[src/rtl/exec_hazard_ctrl.sv]
// Execute-stage hazard controller: operand forwarding, load-use stall, multi-cycle ALU stall, branch flush.
// Optional performance counters are enabled with the EXEC_HAZARD_PERF_EN macro.
module exec_hazard_ctrl #(
  parameter int unsigned MC_LAT = 4
) (
  input  logic       clk,
  input  logic       rst,
  input  logic [3:0] RS1_D,
  input  logic [3:0] RS2_D,
  input  logic       use1_D,
  input  logic       use2_D,
  input  logic [3:0] RS1_E,
  input  logic [3:0] RS2_E,
  input  logic [3:0] RD_E,
  input  logic       isWb_E,
  input  logic       isLd_E,
  input  logic [3:0] RD_M,
  input  logic [3:0] RD_W,
  input  logic       isWb_M,
  input  logic       isWb_W,
  input  logic       isbranchtaken_E,
  input  logic       mc_start_E,
  output logic [1:0] forwardA_E,
  output logic [1:0] forwardB_E,
  output logic       stall_F,
  output logic       stall_D,
  output logic       stall_E,
  output logic       flush_D,
  output logic       flush_E,
`ifdef EXEC_HAZARD_PERF_EN
  output logic [31:0] stall_cnt,
  output logic [15:0] flush_cnt,
`endif
  output logic       mc_done
);

  localparam int unsigned CNT_W = 4;

  typedef enum logic [1:0] {IDLE, LDUSE, MC_BUSY, FLUSH} state_t;

  state_t           state, state_nxt;
  logic [CNT_W-1:0] cnt, cnt_nxt;
  logic             load_use;
  logic             sf, sd, se, fd, fe, done;

  // Memory-stage result is younger, so it wins over writeback.
  always_comb begin
    forwardA_E = 2'b00;
    forwardB_E = 2'b00;
    if (isWb_M && RD_M == RS1_E)      forwardA_E = 2'b10;
    else if (isWb_W && RD_W == RS1_E) forwardA_E = 2'b01;
    if (isWb_M && RD_M == RS2_E)      forwardB_E = 2'b10;
    else if (isWb_W && RD_W == RS2_E) forwardB_E = 2'b01;
  end

  assign load_use = isLd_E & isWb_E &
                    ((use1_D & (RD_E == RS1_D)) | (use2_D & (RD_E == RS2_D)));

  always_comb begin
    state_nxt = state;
    cnt_nxt   = cnt;
    sf        = 1'b0;
    sd        = 1'b0;
    se        = 1'b0;
    fd        = 1'b0;
    fe        = 1'b0;
    done      = 1'b0;
    case (state)
      IDLE: begin
        if (isbranchtaken_E) begin
          fd        = 1'b1;
          fe        = 1'b1;
          state_nxt = FLUSH;
        end else if (mc_start_E) begin
          cnt_nxt   = CNT_W'(MC_LAT - 1);
          sf        = 1'b1;
          sd        = 1'b1;
          se        = 1'b1;
          state_nxt = MC_BUSY;
        end else if (load_use) begin
          sf        = 1'b1;
          sd        = 1'b1;
          fe        = 1'b1;
          state_nxt = LDUSE;
        end
      end
      LDUSE: begin
        if (isbranchtaken_E) begin
          fd        = 1'b1;
          fe        = 1'b1;
          state_nxt = FLUSH;
        end else begin
          state_nxt = IDLE;
        end
      end
      MC_BUSY: begin
        // The start cycle counts as the first execute cycle, so finish when the decrement hits zero.
        cnt_nxt = cnt - CNT_W'(1);
        if (cnt_nxt == '0) begin
          done      = 1'b1;
          state_nxt = IDLE;
        end else begin
          sf = 1'b1;
          sd = 1'b1;
          se = 1'b1;
        end
      end
      FLUSH: begin
        fd        = 1'b1;
        state_nxt = IDLE;
      end
      default: state_nxt = IDLE;
    endcase
    if (!rst) begin
      state_nxt = IDLE;
      cnt_nxt   = '0;
    end
  end

  // Reset silences control outputs; a flushed stage is never also stalled.
  always_comb begin
    stall_F = sf & rst;
    stall_D = sd & rst & ~fd;
    stall_E = se & rst & ~fe;
    flush_D = fd & rst;
    flush_E = fe & rst;
    mc_done = done & rst;
  end

  always_ff @(posedge clk) begin
    if (!rst) begin
      state <= IDLE;
      cnt   <= '0;
    end else begin
      state <= state_nxt;
      cnt   <= cnt_nxt;
    end
  end

`ifdef EXEC_HAZARD_PERF_EN
  always_ff @(posedge clk) begin
    if (!rst) begin
      stall_cnt <= '0;
      flush_cnt <= '0;
    end else begin
      if (stall_D && stall_cnt != '1) stall_cnt <= stall_cnt + 32'd1;
      if (state_nxt == FLUSH && state != FLUSH && flush_cnt != '1) flush_cnt <= flush_cnt + 16'd1;
    end
  end
`endif

endmodule

[config.mk]
export PLATFORM = sky130hd
export DESIGN_NAME = exec_hazard_ctrl
export DESIGN_NICKNAME = d
export VERILOG_FILES = /design/src/rtl/exec_hazard_ctrl.sv
export SDC_FILE = /design/constraint.sdc
export NUM_CORES = 1
export LEC_CHECK = 0
export BUFFER_PORTS_ARGS = -buffer_cell sky130_fd_sc_hd__buf_2
export CELL_PAD_IN_SITES_DETAIL_PLACEMENT = 0
export CELL_PAD_IN_SITES_GLOBAL_PLACEMENT = 1
export CORE_AREA = 8 8 64 66
export DETAILED_ROUTE_END_ITERATION = 16
export DIE_AREA = 0 0 72 74
export HOLD_SLACK_MARGIN = 0.03
export MAX_ROUTING_LAYER = met4
export PLACE_DENSITY = 0.73
export SYNTH_ARGS = -nofsm -noshare
export SYNTH_HDL_FRONTEND = slang
export SYNTH_SLANG_ARGS = --single-unit
export TNS_END_PERCENT = 30
[constraint.sdc]
create_clock -name clk -period 1.4 [get_ports clk]
set_input_delay 0.28 -clock clk [delete_from_list [all_inputs] [get_ports clk]]
set_output_delay 0.28 -clock clk [all_outputs]
set_load 0.02 [all_outputs]
* After elaboration in Yosys (flattened, before gate mapping)
Cells that the tools add are included.
Storage, ports and cells: flip-flop bits (word level) 6, latch bits 0, bits in read-only memories 0, output and inout bits 10, logic and storage cells 68, input bits 38, bits in writable memories 0, memories 0
Operators by class: $add $sub $neg 1, shift operators 0, multipliers 0, order comparisons 0, bitwise logic cells 14, eq/ne operators 13, multiplexer cells 28, reduce and logical (&&, ||, !) cells 10, divide/modulo/power cells 0
Operators with widths (number):
- $eq A4 B4 Y1 | 6
- $mux W2 | 7
- $mux W1 | 13
- $and A1 B1 Y1 | 11
- $mux W4 | 2
- $pmux W1 S2 | 4
- $pmux W2 S4 | 1
- $pmux W4 S2 | 1
- $ne A2 B2 Y1 const B | 3
- $eq A2 B2 Y1 const B | 2
- $logic_and A1 B1 Y1 | 4
- $logic_not A4 Y1 | 1
- $ne A4 B4 Y1 const B | 1
- $sub A4 B1 Y4 const B | 1
- $reduce_and A3 Y1 | 1
- $eq A2 B1 Y1 const B | 1
- $logic_not A2 Y1 | 1
- $not A1 Y1 | 2
- $reduce_and A2 Y1 | 1
- $reduce_bool A2 Y1 | 1
- $reduce_or A2 Y1 | 1
- $or A1 B1 Y1 | 1

* Depth between registers and ports, before layout
Gate-level depths: netlist (run 1).
depth after elaboration 10, gate-level depth with buffers 7

* Least setup slack after synthesis (run 1)
OpenSTA, ideal clock, no wires.
path kind input to output, from input port RS1_E[0], to output port forwardA_E[0], required time 1120 ps, data arrival time 1698 ps, path slack -578 ps, path buffers 0, cell stages on the path 4, path through inv_1 a222oi_1 nor4b_1 nor2_1
Between the ends: cells in the longest elaborated chain, start to end 4, elaborated cells between the ends (all ways) 6
Ends and longest elaborated chain:
- start: declaration | line 12 | input logic [3:0] RS1_E,
- $eq A4 B4 Y1 | line 51 | else if (isWb_W && RD_W == RS1_E) forwardA_E = 2'b01;
- $logic_and A1 B1 Y1 | line 51
- $mux W1 | line 51
- $mux W2 (*) | line 50 | if (isWb_M && RD_M == RS1_E) forwardA_E = 2'b10;
- end: declaration | line 23 | output logic [1:0] forwardA_E,
Mark *: on every way between the ends. The rest lies on a longest branch, timed or not.

* Worst setup path after layout (run 1)
from register cnt[3], to output port stall_F
Between the ends: cells in the longest elaborated chain, start to end 5
Ends and longest elaborated chain:
- start: declaration | line 42 | logic [CNT_W-1:0] cnt, cnt_nxt;
- start signal: assignment | line 136 | cnt <= cnt_nxt;
- $sub A4 B1 Y4 | line 98 | cnt_nxt = cnt - CNT_W'(1);
- $logic_not A4 Y1 | line 99 | if (cnt_nxt == '0) begin
- $mux W1 | line 99
- $pmux W1 S2 | line 68 | case (state)
- $and A1 B1 Y1 | line 122 | stall_F = sf & rst;
- end: declaration | line 25 | output logic stall_F,
No other way between the ends.

==> impl_summary.md, run 1 <==
Run status
The flow ran to the end, but the final reports show violations. The final reports fail on negative setup slack.

STA
The slew at the pin closest to its max-slew limit is 0.315 ns. In the finished design, the share of the clock period the worst path needs comes to 134%. The final hold violation count is 0.

After layout, the worst setup slack is -0.473 ns. The final setup violation count is 10. The final clock skew is 0.00865 ns. The minimum period implied by the final worst setup slack is 1.87 ns. Derived from the worst setup path, the maximum achievable clock frequency is 534 MHz. Setup total negative slack on the finished layout was measured at -2.33 ns. The final count of pins violating max slew is 0. Setup repair after global routing could not meet its margin everywhere.

Measured against its own limit, the worst slew margin works out to 79.0%.

Finish
The layout overhead on the synthesized area is 77.9%. The number of nets in the final layout is 210. The number of antenna diodes in the final layout is 0. Cells with a size suffix above 1 make up 53.6% of the layout. The final core utilization is 41.5%. The finished layout holds 214 standard cells, fillers aside.

CTS
At the later pin of the worst-skew pair, clock insertion delay measures 0.26 ns. After clock tree synthesis, the clock-pin slew on the worst setup and hold paths is 0.05 ns. The CTS buffer count is 3. The level count of the clock H-tree is 1. The tree built by TritonCTS fans out to 6 sinks.

The clock passes through at most 2 buffers. TritonCTS built the clock tree. The cell sitting at the root of the clock tree is a sky130_fd_sc_hd__clkbuf_4.

Synthesis
After synthesis, the most frequently instantiated cells are sky130_fd_sc_hd__xnor2_1 (11), sky130_fd_sc_hd__xor2_1 (10), sky130_fd_sc_hd__nand2_1 (9), sky130_fd_sc_hd__nor2_1 (9). For this run, the leading register cell type out of synthesis is sky130_fd_sc_hd__dfxtp_1. A synthesized cell averages 7.42 µm². In the synthesized netlist the async set-or-reset flop fraction comes to 0%. Synthesis inferred 6 register bits. The library cell occupying the most area in the post-synthesis netlist is sky130_fd_sc_hd__dfxtp_1. The count of cell types in the netlist is 34. The post-synthesis cell area is 742 µm². The synthesized design devotes to its leading area cell type 16.2% of total area. sky130_fd_sc_hd__xnor2_1 is the most common cell in the netlist. Synthesis produced 100 cells. The sequential area share after synthesis is 16.2%. Yosys printed 0 warnings. Ranked by total cell area, the synthesized netlist is headed by sky130_fd_sc_hd__dfxtp_1 (16%), sky130_fd_sc_hd__xnor2_1 (13%), sky130_fd_sc_hd__xor2_1 (12%), sky130_fd_sc_hd__nand2_1 (4.6%), sky130_fd_sc_hd__nor2_1 (4.6%). The number of flops mapped to enable cells by yosys is 0. The post-synth net total is 140.

Routing
The wire length after detailed routing is 2610 µm. Once detail routing completed, the nets flagged for antenna violations numbered 0. The first TritonRoute pass finished after 4 iterations.

Using the TritonRoute via totals, the vias-per-cell ratio works out to 4.50. The DRC violation total after the first TritonRoute iteration is 79. The final routed DRC violation total is 0. Summing over every cut layer, the via total after detailed routing is 962.

The routed wire length per instance is 12.2 µm.

Setup path
At the worst endpoint, the required time is 1.12 ns. Together, buffers and inverters on the worst path number 1. Walking the worst path, the cells encountered are or3_4, nand4_1, nand3_2, a21boi_4, o21bai_4, buf_6. The sort of element at the end of the critical path is an output port. The critical path's largest stage delay is 0.38 ns. The classification of the worst setup path is reg -> out.

The critical path startpoint category is a flop. Among all stages on the critical path, the largest delay is contributed by sky130_fd_sc_hd__or3_4. The worst endpoint data arrival time is 1.59 ns. Among cell families on the critical path, the largest total delay comes from simple AND/OR/NAND/NOR gates. The worst-path maximum fanout is 3.

GRT
The initial antenna violation count is 0. Entering global routing, the biggest net connects 8 pins. For this run the aggregate overflow at the end of global routing stands at 0. Global routing used 10.8% of the available tracks across all layers.

The number of global-route vias before repair is 1091. The first global-routing pass estimated 4490 µm of wire.

Place
At the end of routability-driven placement, the weighted congestion stood at 0.831. The count of input and output buffers is 47. The placed cell count is 210.

Detailed placement finished with a half-perimeter wire length of 2300 µm.

Floorplan
The total I/O pin count is 48. The die footprint is 5330 µm². The area of the core is 3180 µm².

For this configuration, the core starts out at a cell density of 23.3%. The vertical die dimension is 74 µm. From left edge to right edge, the die measures 72 µm. The number of standard-cell rows in the floorplan is 21.

Worst hold path
The kind of path behind the tightest hold check is in -> reg.

Power and ir drop
The worst vdd rail ir drop is 0.000202 V. In this run the static leakage power is 0.613 nW. Overall power consumption after layout is estimated at 0.884 mW. The total power density per cell area is 669 nW/µm².

Flow run
The tool flagged a number of max-cap violations equal to 0.
[worst register-to-register path, cell delays in order, from the launching register on]
cell and delay, ns:
sky130_fd_sc_hd__dfxtp_1 0.31, sky130_fd_sc_hd__or3_4 0.38, sky130_fd_sc_hd__nand4_1 0.10, sky130_fd_sc_hd__nand3_2 0.12, sky130_fd_sc_hd__buf_4 0.15, sky130_fd_sc_hd__a21oi_1 0.13
sky130_fd_sc_hd__a2bb2oi_1 0.18
[registers in the layout, summed over array words and instances (netlist names)]
register,count
cnt,4
state,2
[layout by cell type (no fill, tap or decap), types with 3 or more instances in the layout]
cell type,instances
sky130_fd_sc_hd__buf_2,40
sky130_fd_sc_hd__buf_4,23
sky130_fd_sc_hd__xor2_1,10
sky130_fd_sc_hd__xnor2_1,10
sky130_fd_sc_hd__nand2_1,9
sky130_fd_sc_hd__nor2_1,8
sky130_fd_sc_hd__inv_1,5
sky130_fd_sc_hd__nand3_1,5
sky130_fd_sc_hd__o21ai_0,4
sky130_fd_sc_hd__nor3_1,3
sky130_fd_sc_hd__nand4_1,3
sky130_fd_sc_hd__clkbuf_4,3
sky130_fd_sc_hd__dfxtp_1,3
sky130_fd_sc_hd__buf_6,3
[path summary, 6_finish.rpt]
check	slack (ns)	startpoint	end	depth (start not counted)
max	-0.47	cnt[3]$_SDFFE_PN0P_	stall_F	6
min	0.31	mc_start_E	state[0]$_SDFFE_PN0P_	2
max reg2reg	-0.06	cnt[3]$_SDFFE_PN0P_	state[1]$_SDFFE_PN0P_	6
min reg2reg	0.56	cnt[0]$_SDFFE_PN0P_	cnt[0]$_SDFFE_PN0P_	2
[kinds of logic after synthesis]
group / Yosys count / synth area share (%)
AO/OA/AOI/OAI: 21 / 19.4
XOR/XNOR: 21 / 24.8
adder cells (fa/ha/maj): 2 / 3.37
buffers and inverters: 7 / 4.55
flip-flops: 6 / 16.2
AND/OR/NAND/NOR: 43 / 31.7
[metal layers]
metal / global-route usage [%] / wire, µm / part of all wire (%) / up-vias
li1: - / - / - / 489
met1: 10.8 / 1100 / 42 / 435
met2: 19.9 / 1340 / 51 / 36
met3: 3.50 / 166 / 6.4 / 2
met4: 2.72 / 4 / 0.15 / 0
met5: - / 0 / 0 / -
[per-stage QoR]
step	setup WS [ns]	hold WS (ns)	area (µm²)
6_report	-0.473	0.310	1320
5_1_grt	-0.572	0.300	1320
4_1_cts	-0.510	0.304	1290
3_5_place_dp	-0.402	0.554	1200
3_3_place_gp	-0.360	0.545	1200
2_1_floorplan	-0.230	0.383	783
[report_power, final]
group          total, mW  internal [mW]  switching [mW]
Combinational      0.499          0.266           0.233
Sequential         0.217          0.194          0.0224
Clock              0.168         0.0975          0.0705
[repair_timing]
item	4_1_cts	5_1_grt
hold buffers	0	0
resized for setup	21	5
endpoints found under the setup margin	11	11
setup buffers	1	0
pin swaps	4	5
[cell type report]
cell class | instances | area, µm²
clock buffers | 3 | 22.5
fillers | 323 | 1860
inverters | 6 | 22.5
multi-input cells | 87 | 684
flip-flops and latches | 6 | 126
well taps | 46 | 57.6
repair buffers | 66 | 407
No activity file was read; power rests on OpenSTA's default activity.
==> run 2: changes to the inputs <==
- PLACE_DENSITY: 0.73 -> 0.76
- clock period: 1.4 -> 1.5 ns (I/O delays scaled with it)
==> impl_summary.md, run 2 (synthesis results as in run 1) <==
Run status
The flow ran to the end, but the final reports show violations. The final reports fail on negative setup slack.

STA
The slew at the pin closest to its max-slew limit is 0.358 ns. Setup repair after global routing could not meet its margin everywhere. The final period utilization is 126%. The final count of pins violating max slew is 0. The total negative slack for setup checks is -1.78 ns. Measured against its own limit, the worst slew margin works out to 76.1%. For the final database, setup skew stands at 0.00185 ns. Counting I/O delays and the setup requirement, the final critical path takes 1.89 ns. In the post-route analysis, the smallest setup slack over all paths is -0.388 ns. The final setup violation count is 9. Timing would allow up to 530 MHz. The final hold violation count is 0.

Routing
In the routed layout, each cell is associated on average with a via count of 4.56. The final routed DRC violation total is 0. The DRC violation total after the first TritonRoute iteration is 34. Dividing the detail-routed wire length by the instance count gives 12.4 µm.

For this run, the detailed router's first-pass iteration total came to 4. The count of nets left with antenna violations once routing finished came out at 0. After detailed routing, the total wire length is 2670 µm.

Summing over every cut layer, the via total after detailed routing is 980.

Setup path
In this run the worst path has a maximum fanout of 3. The worst setup path is launched from a flop. The worst setup path is captured at an output port. Traced cell by cell, the critical path runs through or3_4, nand4_1, nand3_2, a21boi_4, o21bai_4, buf_6. Data on the critical path arrives at its endpoint at 1.59 ns. The launching point of the worst reg2reg path is cnt[3]$_SDFFE_PN0P_. The setup slack of the worst register-to-register path is -0.03 ns. For this run, the slowest stage of the critical path takes 0.38 ns.

The path depth of the worst reg2reg path is 7. On the critical path, the stage with the largest delay is an instance of sky130_fd_sc_hd__or3_4. The capture point of the worst reg-to-reg path is state[1]$_SDFFE_PN0P_. The worst setup path is of the reg -> out kind. The critical path required time is 1.20 ns.

GRT
The initial antenna violation count is 0. For this run the aggregate overflow at the end of global routing stands at 0. The total routing resource utilization after global routing is 10.4%. The number of global-route vias before repair is 1059. The largest net degree at the start of global routing is 13. The first global-routing pass estimated 4330 µm of wire.

Place
The placed wire-length estimate after detailed placement is 2280 µm. The count of input and output buffers is 47. The cell area after placement is 1210 µm². The placed cell count is 210. The routability congestion estimate is 0.856.

Floorplan
Measured along the x axis, the die boundary spans 72 µm. The total I/O pin count is 48. The floorplan step set the die height to 74 µm. After floorplanning, the core was divided into 21 placement rows.

The die footprint is 5330 µm². The initial utilization of the core area, before any placement, comes to 23.3%. After floorplanning, the core was sized to cover 3180 µm².

Finish
The final layout contains 211 nets. From synthesis to final layout, the design area changed by 83.6%. The antenna diode count is 0. In the layout the commonest cells are sky130_fd_sc_hd__buf_2 (37), sky130_fd_sc_hd__buf_4 (24), sky130_fd_sc_hd__xnor2_1 (11). Ranked by flip-flop count, first place goes to cnt.

The non-filler instance count after layout is 215. The final instance area is 1360 µm². The most common cell after layout, fill and taps aside is sky130_fd_sc_hd__buf_2. The register with the most flip-flops in the layout has 4 of them.

The largest registers in the layout are cnt (4), state (2). Of the cells placed in the final design, the portion with a size suffix greater than 1 is 56.2%.

CTS
The cell sitting at the root of the clock tree is a sky130_fd_sc_hd__clkbuf_4. Clock tree synthesis found a total of 6 sinks. The longest clock path from root to sink contains 2 buffers. CTS built an H-tree with a depth of 1.

The CTS tree is built. The CTS buffer count is 3. The clock insertion delay at the later pin of the skew report is 0.25 ns. After clock tree synthesis, the clock-pin slew on the worst setup and hold paths is 0.05 ns.

Worst hold path
The launch point of the worst hold path is isWb_E. The worst hold path passes through 3 cells. The path with the worst hold slack has its endpoint at state[1]$_SDFFE_PN0P_. The kind of path behind the tightest hold check is in -> reg.

Power and ir drop
The worst vdd rail ir drop is 0.000199 V. In this run the static leakage power is 0.622 nW. The total power density per cell area is 623 nW/µm².

Flow run
The number of violations of the max-capacitance limit is 0.
run 2: cell count changes in the layout (fill, tap and decap cells not counted), moves of 3 or more:
cell and change:
sky130_fd_sc_hd__buf_2 -3, sky130_fd_sc_hd__buf_6 +3, sky130_fd_sc_hd__inv_1 -3, sky130_fd_sc_hd__inv_2 +3
run 2: power breakdown:
part	leakage, nW	internal (mW)	switching, mW
registers	0.0512	0.182	0.0258
clock network	0.0138	0.0912	0.0683
logic	0.557	0.261	0.221
total	0.622	0.534	0.315
run 2: how the worst max path moves through the flow:
stage,from,to,slack (ns)
after floorplan,cnt[0]$_SDFFE_PN0P_,stall_D,-0.15
after global placement,RS1_D[2],flush_E,-0.26
after detailed placement,RS1_D[2],stall_F,-0.28
after CTS,cnt[0]$_SDFFE_PN0P_,stall_F,-0.42
after global routing,cnt[3]$_SDFFE_PN0P_,stall_F,-0.44
final,cnt[3]$_SDFFE_PN0P_,stall_F,-0.39
run 2: per-stage QoR:
stage | power [mW] | worst slack, ns | util [%] | hold WS (ns)
after floorplan | 0.430 | -0.150 | - | 0.403
after global placement | 0.606 | -0.259 | 38.0 | 0.545
after detailed placement | 0.618 | -0.279 | 38.0 | 0.551
after CTS | 0.833 | -0.418 | 41.7 | 0.303
after global routing | 0.909 | -0.437 | 42.9 | 0.294
final | 0.849 | -0.388 | 42.9 | 0.308
run 2: critical path, delay by kind of cell, from the launching register on:
kind | cells | cell delay, ns
flops | 1 | 0.31
simple gates | 3 | 0.60
compound gates | 2 | 0.30
buf+inv | 1 | 0.13
run 2: layout make-up:
type                       instances  area [µm²]
multi-input combinational         87         699
inverter                           6        22.5
tap                               46        57.6
clock buffer                       3        22.5
fill                             337        1820
timing repair buffer              67         433
sequential                         6         128
run 2: repair_timing:
item	CTS	global route
gates resized for setup	25	10
hold endpoints to repair	0	0
pin swaps	5	8
buffers inserted	1	1
setup endpoints to repair	9	11
hold buffers	0	0
run 2: layer usage:
layer	track usage [%]	wire, µm	up-vias
met5	-	0	-
met4	5.44	68	0
met3	1.48	56	6
met2	18.4	1350	33
met1	11.0	1190	445
li1	-	-	496
==> run 3: changes to the inputs <==
- ABC_AREA: unset -> 1
- CORE_AREA: 8 8 64 66 -> 8 8 66 68
- DIE_AREA: 0 0 72 74 -> 0 0 74 76
- PLACE_DENSITY: 0.76 -> 0.77
==> impl_summary.md, run 3 <==
Floorplan
The x dimension of the die is 74 µm. The die footprint is 5620 µm². The vertical die dimension is 76 µm. After floorplanning, the core was sized to cover 3440 µm². Pin placement for this block handled 48 I/O pins. The number of standard-cell rows in the floorplan is 22. The initial utilization of the core area, before any placement, comes to 22.3%.

Setup path
The capture point of the worst reg-to-reg path is state[1]$_SDFFE_PN0P_. STA classifies the critical path endpoint as an output port. By startpoint and endpoint, the worst setup path is classified as reg -> out. The worst register-to-register path begins at cnt[1]$_SDFFE_PN0P_. The number of cells on the worst reg-to-reg path is 9. In this run the worst path has a maximum fanout of 3. The setup check on the worst reg-to-reg path leaves a slack of 0.28 ns. The worst endpoint data arrival time is 1.52 ns. STA puts the critical path data required time at 1.20 ns.

The worst setup path is launched from a flop.

Worst hold path
The worst hold path terminates at cnt[0]$_SDFFE_PN0P_. The worst hold path passes through 3 cells. The launch point of the worst hold path is rst. The worst hold path belongs to the class in -> reg.

STA
The final period utilization is 121%. Setup violations remaining at the end of the flow were counted as 5. The final count of pins violating max slew is 0. The final hold violation count is 0. The worst-case headroom to the max-slew limit is 83.2%. The minimum period implied by the final worst setup slack is 1.82 ns. Setup repair after global routing could not meet its margin everywhere. At the pin with the least slew margin, the transition time is 0.250 ns. On the final layout, the worst clock skew is 0.00724 ns. The maximum frequency from static timing analysis is 549 MHz. The worst hold slack is 0.346 ns. Across all setup checks in the final design, the least slack found is -0.322 ns.

Finish
Cells fill 35.7% of the core in the end. The register with the most flip-flops in the layout has 4 of them. In the final layout, the share of cells above drive strength 1 is 42.3%.

Leaving out fill and tap cells, the most frequent cells in the layout are sky130_fd_sc_hd__buf_2 (42), sky130_fd_sc_hd__inv_1 (28), sky130_fd_sc_hd__nand2_1 (24). Compared with the post-synthesis result, the final layout area differs by 59.8%. The number of nets in the final layout is 236. The register with the most flip-flops is cnt. The non-filler instance count after layout is 242.

The largest registers in the layout are cnt (4), state (2). The antenna diode count is 0. The final instance area is 1230 µm². The most common cell after layout, fill and taps aside is sky130_fd_sc_hd__buf_2.

Synthesis
The synthesized netlist devotes 16.9% of its cell area to compound gates. The post-synth net total is 175. After synthesis, the cell types taking the most area are sky130_fd_sc_hd__dfxtp_1 (16%), sky130_fd_sc_hd__inv_1 (14%), sky130_fd_sc_hd__nand2_1 (13%), sky130_fd_sc_hd__nor2_1 (8.8%), sky130_fd_sc_hd__a21oi_1 (7.2%).

The commonest cells after synthesis are sky130_fd_sc_hd__inv_1 (29), sky130_fd_sc_hd__nand2_1 (27), sky130_fd_sc_hd__nor2_1 (18), sky130_fd_sc_hd__a21oi_1 (11), sky130_fd_sc_hd__o22ai_1 (8). The post-synthesis cell area is 768 µm². The number of different library cells used by synthesis comes to 21.

The synthesized netlist devotes 3.26% of its cell area to adder and majority cells. The area share of xor/xnor cells in the synthesized design is 9.12%. The post-synthesis async set-or-reset flop share is 0%. Yosys instantiated no cell more often than sky130_fd_sc_hd__inv_1. In this run, synthesis produced a sequential element count of 6.

Yosys mapped a number of flops with a built-in enable equal to 0. The synthesized design spends more area on one cell type than any other, namely sky130_fd_sc_hd__dfxtp_1. The mean instance size in the synthesized netlist is 5.69 µm². The largest family of logic cells by synthesized area is simple AND/OR/NAND/NOR gates. The sequential area share after synthesis is 15.6%. Summing the areas of all and, or, nand and nor instances in the mapped netlist gives 38.9% of the synthesized area.

The number of instances in the synthesized netlist is 135. The Yosys step of the flow raised 0 warnings. The area share of the leading cell type in the synthesized netlist is 15.6%. The most used flip-flop cell after synthesis is sky130_fd_sc_hd__dfxtp_1. The post-synthesis mux area share is 0%.

Place
The worst slack at placement is -0.158 ns. The placed wire-length estimate after detailed placement is 2150 µm. In this run the cell area measured after placement is 1130 µm². At the end of routability-driven placement, the weighted congestion stood at 0.805.

The count of input and output buffers is 47. The number of placed instances, taps included, is 238.

CTS
Clock tree synthesis selected as its root buffer the cell sky130_fd_sc_hd__clkbuf_4. TritonCTS built the clock tree. The hold buffer count at CTS is 0. The clock sink count is 6. The buffer depth of the longest clock path is 2.

After clock tree synthesis, the clock-pin slew on the worst setup and hold paths is 0.05 ns. For the worst-skew pair, the clock arrives at the later sink with an insertion delay of 0.24 ns. In this run the number of H-tree levels came out at 1.

The CTS buffer count is 3.

Run status
The final reports fail on negative setup slack. The flow ran to the end, but the final reports show violations.

GRT
The number of global-route vias before repair came to 1002. The total routing resource utilization after global routing is 9.16%. Global routing finished with a remaining overflow of 0. The initial antenna violation count is 0. The largest net degree at the start of global routing is 8. The first global-routing pass estimated 4200 µm of wire.

Routing
Dividing the detail-routed via count by the number of cells gives 4.17. The detailed router placed 1010 vias in this run. The routed wire length per instance is 10.3 µm. The first detailed-routing pass took 4 iterations. The wire length after detailed routing is 2490 µm. After the first detailed-routing iteration, the DRC count stood at 13. The final routed DRC violation total is 0. In this run the remaining antenna-violating nets after routing total 0.

Flow run
The number of violations of the max-capacitance limit is 0.

Power and ir drop
The leakage power of the design is 0.692 nW. The worst vdd rail ir drop is 0.000471 V. The total power density per cell area is 606 nW/µm².
## run 3: cell count changes after synthesis, moves of 5 or more
cell and change:
sky130_fd_sc_hd__inv_1 +23, sky130_fd_sc_hd__o22ai_1 +6, sky130_fd_sc_hd__a21oi_1 +8, sky130_fd_sc_hd__xnor2_1 -5
sky130_fd_sc_hd__nand2_1 +18, sky130_fd_sc_hd__nor2_1 +9, sky130_fd_sc_hd__xor2_1 -8
## run 3: cell families (layout without fill, tap and decap cells)
group / after synthesis / in the layout
DFF: 6 / 6
buffers and inverters: 33 / 92
xor gates and xnor gates: 8 / 8
adders and majority gates: 2 / 2
and+or+nand+nor: 64 / 64
AOI/OAI and AO/OA: 22 / 22
## run 3: worst max-delay path: stages, from the launching register on
cell                      delay [ns]
sky130_fd_sc_hd__dfxtp_2        0.34
sky130_fd_sc_hd__inv_2          0.05
sky130_fd_sc_hd__ha_4           0.15
sky130_fd_sc_hd__xor2_1         0.14
sky130_fd_sc_hd__nor2_1         0.09
sky130_fd_sc_hd__nand2_1        0.08
sky130_fd_sc_hd__nand2_1        0.09
sky130_fd_sc_hd__nand2_1        0.06
sky130_fd_sc_hd__nand2_2        0.09
sky130_fd_sc_hd__inv_1          0.06
sky130_fd_sc_hd__buf_6          0.13
## run 3: layout make-up
class / instances / area [µm²]
repair buffers: 56 / 330
well taps: 48 / 60.1
clock buffers: 3 / 22.5
multi-input cells: 96 / 563
inverters: 33 / 126
fillers: 395 / 2210
flip-flops and latches: 6 / 125
## run 3: worst max path at each step
| stage | from | to | slack, ns | depth (start not counted) |
|---|---|---|---|---|
| floorplan | cnt[0]$_SDFFE_PN0P_ | stall_D | -0.003 | 9 |
| global placement | cnt[0]$_SDFFE_PN0P_ | stall_F | -0.11 | 10 |
| detailed placement | cnt[1]$_SDFFE_PN0P_ | stall_F | -0.16 | 10 |
| CTS | cnt[0]$_SDFFE_PN0P_ | stall_F | -0.35 | 10 |
| global route | cnt[0]$_SDFFE_PN0P_ | stall_E | -0.44 | 10 |
| finish | cnt[1]$_SDFFE_PN0P_ | stall_E | -0.32 | 10 |
## run 3: per-stage QoR
step           power (mW)  TNS [ns]
2_1_floorplan       0.403  -0.00695
3_3_place_gp        0.556    -0.411
3_5_place_dp        0.554    -0.594
4_1_cts             0.742     -1.44
5_1_grt             0.815     -1.92
6_report            0.744     -1.30
## run 3: power by group
part	total, mW	switching [mW]	internal, mW
Combinational	0.395	0.208	0.187
Sequential	0.201	0.0192	0.182
Clock	0.148	0.0576	0.0905
## run 3: metal layers
metal,global-route usage (%),vias to the layer above,routed length [µm]
li1,-,547,-
met1,10.2,423,1000
met2,15.1,36,1210
met3,2.24,4,258
met4,3.60,0,21
met5,-,-,0
## run 3: what timing repair did
item / CTS / global route
setup endpoints to repair: 5 / 7
pin swaps: 2 / 4
gates cloned: 0 / 0
setup buffers: 1 / 0
resized for setup: 17 / 6
